==> src/rtl/br_resolve.sv <==
// Execute-stage branch resolution: evaluates the condition, computes target/fall-through,
// checks the fetch prediction and holds one registered result. Optional counters: BR_STATS_EN.
module br_resolve #(
    parameter int WIDTH      = 32,
    parameter int INST_BYTES = 4,
    parameter int CNT_W      = 16
) (
    input  logic             clk,
    input  logic             rst_n,
    input  logic             flush,
    input  logic             in_valid,
    output logic             in_ready,
    input  logic [WIDTH-1:0] rs1,
    input  logic [WIDTH-1:0] rs2,
    input  logic [3:0]       br_type,
    input  logic [WIDTH-1:0] pc,
    input  logic [WIDTH-1:0] imm,
    input  logic             pred_taken,
    input  logic [WIDTH-1:0] pred_target,
    output logic             out_valid,
    input  logic             out_ready,
    output logic             taken,
    output logic [WIDTH-1:0] redirect_pc,
    output logic             mispredict,
    output logic [CNT_W-1:0] br_cnt,
    output logic [CNT_W-1:0] mis_cnt,
    input  logic             stat_clr
);

    typedef enum logic {EMPTY = 1'b0, FULL = 1'b1} state_t;

    state_t           state;
    logic             cond;
    logic             rs1_neg;
    logic             rs1_zero;
    logic [WIDTH-1:0] target;
    logic [WIDTH-1:0] fallthru;
    logic             next_mis;
    logic             accept;

    assign rs1_neg  = rs1[WIDTH-1];
    assign rs1_zero = (rs1 == '0);
    assign target   = pc + imm;
    assign fallthru = pc + WIDTH'(INST_BYTES);

    always_comb begin
        cond = 1'b0;
        case (br_type)
            4'd1:    cond = (rs1 == rs2);
            4'd2:    cond = (rs1 != rs2);
            4'd3:    cond = rs1_neg;
            4'd4:    cond = !rs1_neg && !rs1_zero;
            4'd5:    cond = !rs1_neg;
            4'd6:    cond = rs1_neg || rs1_zero;
            4'd7:    cond = ($signed(rs1) <  $signed(rs2));
            4'd8:    cond = ($signed(rs1) >= $signed(rs2));
            4'd9:    cond = (rs1 <  rs2);
            4'd10:   cond = (rs1 >= rs2);
            4'd11:   cond = 1'b1;
            default: cond = 1'b0;
        endcase
    end

    // Target is only compared when both resolved and predicted directions are taken.
    assign next_mis = (cond != pred_taken) || (cond && pred_taken && (target != pred_target));

    // Handshake: a transfer happens on any edge where valid && ready; in_ready depends only
    // on out_valid and out_ready, so a drain and a load can share one edge.
    assign in_ready  = (state == EMPTY) || out_ready;
    assign accept    = in_valid && in_ready;
    assign out_valid = (state == FULL);

    always_ff @(posedge clk or negedge rst_n) begin
        if (!rst_n) begin
            state       <= EMPTY;
            taken       <= 1'b0;
            redirect_pc <= '0;
            mispredict  <= 1'b0;
        end else if (flush) begin
            state <= EMPTY;
        end else if (accept) begin
            state       <= FULL;
            taken       <= cond;
            redirect_pc <= cond ? target : fallthru;
            mispredict  <= next_mis;
        end else if (out_ready) begin
            state <= EMPTY;
        end
    end

`ifdef BR_STATS_EN
    logic             out_fire;
    logic [CNT_W-1:0] br_q;
    logic [CNT_W-1:0] mis_q;

    assign out_fire = out_valid && out_ready && !flush;

    always_ff @(posedge clk or negedge rst_n) begin
        if (!rst_n) begin
            br_q  <= '0;
            mis_q <= '0;
        end else if (stat_clr) begin
            br_q  <= '0;
            mis_q <= '0;
        end else if (out_fire) begin
            if (br_q != '1)
                br_q <= br_q + 1'b1;
            if (mispredict && (mis_q != '1))
                mis_q <= mis_q + 1'b1;
        end
    end

    assign br_cnt  = br_q;
    assign mis_cnt = mis_q;
`else
    logic unused_stat_clr;
    assign unused_stat_clr = stat_clr;
    assign br_cnt  = '0;
    assign mis_cnt = '0;
`endif

endmodule
==> config.mk <==
export PLATFORM = sky130hd
export DESIGN_NAME = br_resolve
export DESIGN_NICKNAME = d
export VERILOG_FILES = /design/src/rtl/br_resolve.sv
export SDC_FILE = /design/constraint.sdc
export NUM_CORES = 1
export LEC_CHECK = 0
export CAP_MARGIN = 40
export CORE_MARGIN = 1.5
export CORE_UTILIZATION = 42
export CTS_BUF_LIST = sky130_fd_sc_hd__clkbuf_4 sky130_fd_sc_hd__clkbuf_8
export CTS_CLUSTER_SIZE = 10
export DETAILED_ROUTE_END_ITERATION = 6
export PLACE_DENSITY_LB_ADDON = 0.1
export SLEW_MARGIN = 15
export SYNTH_ARGS = -nofsm -noshare
export SYNTH_HDL_FRONTEND = slang
export SYNTH_SLANG_ARGS = --single-unit
==> constraint.sdc <==
create_clock -name clk -period 1.9 [get_ports clk]
set_input_delay 0.38 -clock clk [delete_from_list [all_inputs] [get_ports clk]]
set_output_delay 0.38 -clock clk [all_outputs]
set_load 0.005 [all_outputs]
## Word-level counts from Yosys, hierarchy flattened

Index checks and enable logic that the tools add are counted.
W data, S select, Z words.

| operators by class | value |
|---|---|
| bitwise logic cells | 2 |
| reduce and logical (&&, ||, !) cells | 12 |
| $lt $le $gt $ge | 4 |
| mux-type cells | 5 |
| equal/unequal tests | 15 |
| $add $sub $neg | 2 |

Operator list:

| kind | number |
|---|---|
| $ge A32 B32 Y1 | 2 |
| $lt A32 B32 Y1 | 2 |
| $ne A32 B32 Y1 | 2 |
| $add A32 B3 Y32 const B | 1 |
| $add A32 B32 Y32 | 1 |
| $eq A32 B32 Y1 | 1 |
| $logic_not A32 Y1 | 1 |
| $mux W32 | 1 |
| $eq A4 B3 Y1 const B | 4 |
| $eq A4 B4 Y1 const B | 4 |
| $pmux W1 S11 | 1 |
| $eq A4 B2 Y1 const B | 2 |
| $eq A4 B1 Y1 const B | 1 |
| $logic_and A1 B1 Y1 | 4 |
| $logic_or A1 B1 Y1 | 3 |
| $mux W1 | 3 |
| $reduce_bool A3 Y1 | 1 |
| $logic_not A1 Y1 | 2 |
| $not A1 Y1 | 2 |
| $reduce_and A2 Y1 | 1 |
| $ne A1 B1 Y1 | 1 |

| word-level totals | value |
|---|---|
| output and inout port bits | 68 |
| word-level logic and storage cells | 44 |
| bits in registers | 35 |

## Depth between registers and ports, before layout

Gate-level depths: netlist of the first run.

| depth | value |
|---|---|
| depth in word-level cells | 7 |
| depth in mapped cells | 14 |

## Worst setup path after synthesis of the first run

OpenSTA, ideal clock, no wires.

| path | value |
|---|---|
| kind | input to register |
| from | input port pc[0] |
| to | register mispredict |
| stages | 12 |
| required time | 1.777 ns |
| arrival | 3.055 ns |
| slack | -1.278 ns |
| buffers on the path | 0 |
| cell sequence | ha_1 > fa_1 > a211oi_2 > nor4b_4 > nor4b_4 > a21o_4 > o311ai_4 > or2_1 > a2111o_1 > nor4_1 > nor4b_2 > nor2_1 |

| on the way | value |
|---|---|
| cells in the longest elaborated chain, start to end | 4 |

RTL lines:

| element | RTL line | source |
|---|---|---|
| start, declared | 16 | `input logic [WIDTH-1:0] pc,` |
| $add A32 B32 Y32 | 43 | `assign target = pc + imm;` |
| $ne A32 B32 Y1 | 65 | `assign next_mis = (cond != pred_taken) \|\| (cond && pred_taken && (target != pred_target));` |
| $logic_and A1 B1 Y1 | 65 |  |
| $logic_or A1 B1 Y1 | 65 |  |
| end signal, assigned | 85 | `mispredict <= next_mis;` |
| end, declared | 24 | `output logic mispredict,` |

No other way between the ends.
A chain may end at the register's enable or synchronous reset.

## Worst setup path in the final report of the first run

| path | value |
|---|---|
| from | input port pc[2] |
| to | register mispredict |

The elaborated chain is that of the path after synthesis.

==> results of run 1 <==
## critical path, cell delays in order
cell           delay [ns]
dlygate4sd2_1        0.28
ha_4                 0.31
a211oi_4             0.07
nor4b_4              0.41
nor4b_4              0.08
buf_6                0.14
buf_4                0.13
o31ai_4              0.29
buf_6                0.17
xor2_4               0.19
xnor2_2              0.13
nand4_1              0.11
nor4_2               0.29
nor4b_4              0.23
nor2_1               0.06
## state kept, by name, summed over array words and instances (netlist names)
| signal | cells |
|---|---|
| taken | 1 |
| redirect_pc | 32 |
| out_valid | 1 |
| mispredict | 1 |
## final timing paths
check                                from  cells after the start  slack (ns)               to
max reg2reg                     out_valid                     11       -0.54       mispredict
max in group asynchronous           rst_n                      1        1.22   redirect_pc[4]
min in group clk                    pc[1]                      3        0.48   redirect_pc[1]
min                                 rst_n                      1        0.14  redirect_pc[24]
max                                 pc[2]                     15       -1.17       mispredict
min reg2reg                redirect_pc[4]                      2        0.49   redirect_pc[4]
## final cells by class
cell class	instances	area, um^2	share of cell area (%)
Antenna cell	2	5.00	0.0401
Tap cell	184	230	1.85
Clock inverter	3	43.8	0.351
Sequential cell	35	876	7.02
Clock buffer	5	68.8	0.552
Timing Repair Buffer	509	4480	35.9
Multi-Input combinational cell	713	6590	52.8
Inverter	39	178	1.42
## report_power, final
part           internal [mW]  switching, mW  total, mW
registers              0.921          0.117       1.04
clock network          0.391          0.330      0.721
logic                   2.56           2.24       4.80
## cell families (layout without fill, tap and decap cells)
family / Yosys count / after routing / synth area share (%)
DFF: 35 / 35 / 14.2
buffers and inverters: 107 / 556 / 8.82
adders and majority gates: 65 / 65 / 13.3
and+or+nand+nor: 300 / 300 / 24.2
other: 1 / 34 / 0.0608
AOI/OAI and AO/OA: 223 / 223 / 24.1
muxes: 8 / 8 / 1.36
xor gates and xnor gates: 85 / 85 / 13.9
## metal layers
layer  vias up  track usage, %  routed length (um)
li1       3894               -                   -
met1      4145            44.4               12100
met2       520            62.1               15100
met3       147            3.32                2340
met4         0            12.5                1780
met5         -               0                   0
## cells in the final DEF (no fill, tap or decap), types with 6 or more instances in the layout
| cell | Yosys | final |
|---|---|---|
| a21o_1 | 12 | 11 |
| a21oi_1 | 52 | 20 |
| a21oi_2 | 1 | 23 |
| a21oi_4 | 0 | 10 |
| a31oi_1 | 11 | 6 |
| buf_12 | 0 | 8 |
| buf_16 | 0 | 6 |
| buf_2 | 9 | 34 |
| buf_4 | 35 | 264 |
| buf_6 | 0 | 52 |
| buf_8 | 0 | 6 |
| clkbuf_2 | 0 | 8 |
| clkdlybuf4s50_1 | 0 | 92 |
| conb_1 | 1 | 32 |
| dfrtp_1 | 35 | 35 |
| dlygate4sd2_1 | 0 | 29 |
| ha_1 | 64 | 6 |
| ha_4 | 0 | 57 |
| inv_1 | 39 | 9 |
| inv_2 | 0 | 22 |
| inv_4 | 0 | 6 |
| nand2_1 | 109 | 87 |
| nand2_2 | 0 | 9 |
| nand2_4 | 0 | 13 |
| nand2b_1 | 12 | 12 |
| nand3_1 | 24 | 22 |
| nand4_1 | 32 | 32 |
| nor2_1 | 54 | 43 |
| nor2_4 | 0 | 9 |
| nor2b_1 | 6 | 6 |
| nor3_1 | 14 | 9 |
| nor4_1 | 17 | 10 |
| o21a_1 | 9 | 8 |
| o21ai_0 | 73 | 14 |
| o21ai_1 | 2 | 35 |
| o21ai_2 | 0 | 22 |
| xnor2_1 | 37 | 31 |
| xnor2_2 | 0 | 6 |
| xnor3_1 | 6 | 6 |
| xor2_1 | 40 | 36 |
## what timing repair did
action / CTS / global route
pin swaps: 146 / 65
setup endpoints to repair: 35 / 34
gates resized for setup: 551 / 143
buffers inserted: 48 / 27
cloned: 7 / 0
==> flow_summary.toml, run 1 <==
[status]
status = "finished, violations left"
violations = "setup timing"

[routing]
detail-route-antenna-nets = 0
wl_mm = 31.4
vias_per_cell = 5.84
first_pass_iters = 5
drt_iter0_drc = 810
drc = 0
wl_per_cell_um = 21.0
routed-via-count = 8706

[finish]
instances_no_fill = 1490
area_delta_synth_final_pct = 102
utilization_pct = 86.5
num-nets-final = 1539
layout-drive-gt1-share_pct = 49.3
nFillCells = 746
postLayoutCellArea_um2 = 12500

[cts]
path_clk_slew_ns = 0.10
cts-root-buf = "clkbuf_8"
clockBufferDepth = 2
clock_latency_ns = 0.32
htreeDepth = 2
cts_tree = "built"
cts_sinks = 35
hold_buffers = 0
numCtsBuffers = 5

[worst_setup_path]
startpoint_type = "primary input"
worstPathRequired_ns = 2.11
path_class = "in2reg"
end_kind = "register"
critPathMaxFanout = 4
arrival_ns = 3.28

[yosys]
synth_area_leaders = "dfrtp_1 14%, ha_1 13%, nand2_1 6.6%"
synth_edf_count = 0
synth_ff_type = "dfrtp_1"
synthArstFlopShare_pct = 100
synth.avg_cell_area_um2 = 7.49
synth_largest_area_cell = "dfrtp_1"
ys_seq_elements = 35
yosysWarnings = 0
synthCells = 824
ys_types = 77
synth-seq-area-share_pct = 14.2
synth_most_common_cell = "nand2_1"
synthTopCellsByCount = "109 x nand2_1, 73 x o21ai_0, 64 x ha_1"
syn_area_um2 = 6170
synth_top_area_share_pct = 14.2

[sta]
slew_violations = 0
max_slew_margin_pct = 46.2
tns_ns = -36.39
whs_ns = 0.137
rsz0062_at_grt = "true"
post-route-min-period_ns = 3.07
setup_viol = 34
fin_crit_sh_pct = 162
max_freq_ghz = 0.326
setup_slack_ns = -1.17
finClkSkew_ns = 0.0156
tightest_slew_ns = 0.806
hold_viol_final = 0

[placed_design]
dp_hpwl_mm = 19.8
io_buffers = 205
preCtsSetupSlack_ns = -1.85
postPlaceCellArea_um2 = 10300
dp_cells = 1414
place.gp.congestion = 0.955

[hold_path]
hp-class = "in2async"

[floorplan]
die_w_um = 124
core_area_um2 = 14400
initial_core_util_pct = 42.8
die_h_um = 124
die_area_um2 = 15400
rows = 44
ios = 239

[global_route]
grt_pass1_vias = 8351
grtUsageTotal_pct = 35.1
grt.overflow.total = 0
grt_max_degree = 67
antenna_found_initial = 2
grt_pass1_wl_mm = 43.8

[power]
p_leak_nw = 5.48
ir_drop_mv = 0.302
power.density_nw_per_um2 = 526
total_power_mw = 6.56

[job]
drv_cap = 0
Power figures use the tool's default switching activity.
==> run 2: changes to the inputs <==
ABC_CLOCK_PERIOD_IN_PS = 1900   (was default)
==> results of run 2 <==
No change in the layout: final DEF, timing and power equal those of run 1.
==> run 3: changes to the inputs <==
CORE_UTILIZATION = 40   (was 42)
==> run 3 against run 2 <==
  * The run still ends with setup timing left
  * Setup slack barely moved
  * Critical path type unchanged
  * Count of clock-buffer cells in the layout unchanged
  * Wire length fell by 13%
  * Combinational power decreased by 7.5%
==> flow_summary.toml, run 3 (synthesis gave the netlist of run 1 again) <==
[finish]
area_delta_synth_final_pct = 96.1
top_register = "redirect_pc"
regArea_um2 = 876
final_common_cell = "buf_4"
postLayoutCellArea_um2 = 12100
num-nets-final = 1527
multi_input_area_um2 = 6370
final_cell_mix = "260 x buf_4, 101 x clkdlybuf4s50_1, 90 x nand2_1, 52 x ha_4, 46 x buf_6"
largest_reg_flops = 32
layout-drive-gt1-share_pct = 47.1
nFillCells = 1003

[sta]
fin_crit_sh_pct = 162
slew_violations = 0
finClkSkew_ns = 0.00769
tightest_slew_ns = 0.666
hold_viol_final = 0
max_freq_ghz = 0.326
rsz0062_at_grt = "true"
max_slew_margin_pct = 55.6
whs_ns = 0.471
setup_slack_ns = -1.17
setup_viol = 34
tns_ns = -27.67
post-route-min-period_ns = 3.07

[worst_setup_path]
worstPathRequired_ns = 2.09
critPathTopFamily = "simple AND/OR/NAND/NOR gates"
r2r-start = "out_valid"
critPathBufInv = 2
end_kind = "register"
reg2reg_to = "mispredict"
setup.worst_path.start = "pc[0]"
crit_path_end = "mispredict"
startpoint_type = "primary input"
arrival_ns = 3.26
worstPathCellList = "buf_8 -> ha_4 -> fa_2 -> a211oi_4 -> nor4b_4 -> buf_4 -> nor3_4 -> o21ai_2 -> xor3_1 -> a2111oi_2 -> nand4_1 -> nor4_1 -> nor4b_2 -> nor2_1"
critical-path-max-stage-delay_ns = 0.37
slowest_stage = "fa_2"
critPathMaxFanout = 2
crit_cells = 14
path_class = "in2reg"
r2r_slack_ns = -0.58
r2r_cells = 11

[cts]
numCtsBuffers = 5
cts_tree = "built"
clockBufferDepth = 2
hold_buffers = 0
htreeDepth = 2
path_clk_slew_ns = 0.08
cts-root-buf = "clkbuf_8"
cts_sinks = 35
clock_latency_ns = 0.30

[floorplan]
ios = 239
die_h_um = 127
die_area_um2 = 16200
core_area_um2 = 15100
die_w_um = 127
rows = 45
initial_core_util_pct = 40.8

[power]
ir_drop_mv = 0.355
p_leak_nw = 5.30
power.density_nw_per_um2 = 519
total_power_mw = 6.28

[status]
violations = "setup timing"
status = "finished, violations left"

[placed_design]
dp_hpwl_mm = 20.0
preCtsSetupSlack_ns = -1.91
postPlaceCellArea_um2 = 10300
place.gp.congestion = 0.955
io_buffers = 205

[global_route]
grt_max_degree = 67
grtUsageTotal_pct = 31.8
grt.overflow.total = 0
antenna_found_initial = 2
grt_pass1_vias = 8099
grt_pass1_wl_mm = 40.7

[routing]
wl_mm = 27.2
wl_per_cell_um = 18.4
vias_per_cell = 5.52
drt_iter0_drc = 627
detail-route-antenna-nets = 0
first_pass_iters = 5
routed-via-count = 8188
drc = 0

[job]
drv_cap = 0

[hold_path]
hp-class = "in2reg"
run 3: worst min-delay path by stage:
stage / startpoint / endpoint / slack (ns) / cells after the start
3_3_place_gp: redirect_pc[30] / redirect_pc[30] / 0.46 / 2
6_report: pc[0] / redirect_pc[0] / 0.47 / 4
2_1_floorplan: rst_n / mispredict / 0.08 / 0
4_1_cts: pc[1] / redirect_pc[1] / 0.47 / 3
3_5_place_dp: redirect_pc[30] / redirect_pc[30] / 0.46 / 2
5_1_grt: pc[1] / redirect_pc[1] / 0.50 / 3
run 3: per-layer routing:
layer,track usage (%),up-vias,wire length (um)
met5,0,-,0
li1,-,3864,-
met3,2.81,67,1720
met1,40.5,3873,11300
met2,56.7,384,13300
met4,10.8,0,920
run 3: final cells by class:
type | count | area share, %
well taps | 188 | 1.94
clock inverters | 3 | 0.558
diodes | 2 | 0.0414
flip-flops and latches | 35 | 7.24
multi-input cells | 713 | 52.6
repair buffers | 497 | 35.6
clock buffers | 5 | 0.569
inverters | 39 | 1.40
run 3: timing repair:
item | in CTS | in global routing
resized for setup | 542 | 93
buffers inserted | 43 | 13
pin swaps | 135 | 56
gates cloned | 5 | 0
endpoints found under the setup margin | 35 | 34
run 3: power by group:
| part | total (mW) | leakage, nW | switching (mW) | internal (mW) |
|---|---|---|---|---|
| logic | 4.44 | 4.81 | 2.05 | 2.39 |
| clock network | 0.820 | 0.0644 | 0.297 | 0.523 |
| registers | 1.02 | 0.432 | 0.102 | 0.921 |
| total | 6.28 | 5.30 | 2.45 | 3.83 |
run 3: through the flow:
step	util, %	std cells
finish	79.9	1482
CTS	77.8	1473
detailed placement	68.1	1419
global placement	68.1	1419
floorplan	-	855
global route	79.9	1482
run 3: worst reg2reg max path, stage by stage (launching register included):
cell       delay [ns]
dfrtp_1          0.41
nand2b_4         0.08
nand3b_1         0.13
nor4_2           0.35
and3_1           0.22
o2111ai_1        0.12
nor4_2           0.19
buf_4            0.16
nand4_1          0.10
nor4_1           0.30
nor4b_2          0.25
nor2_1           0.07
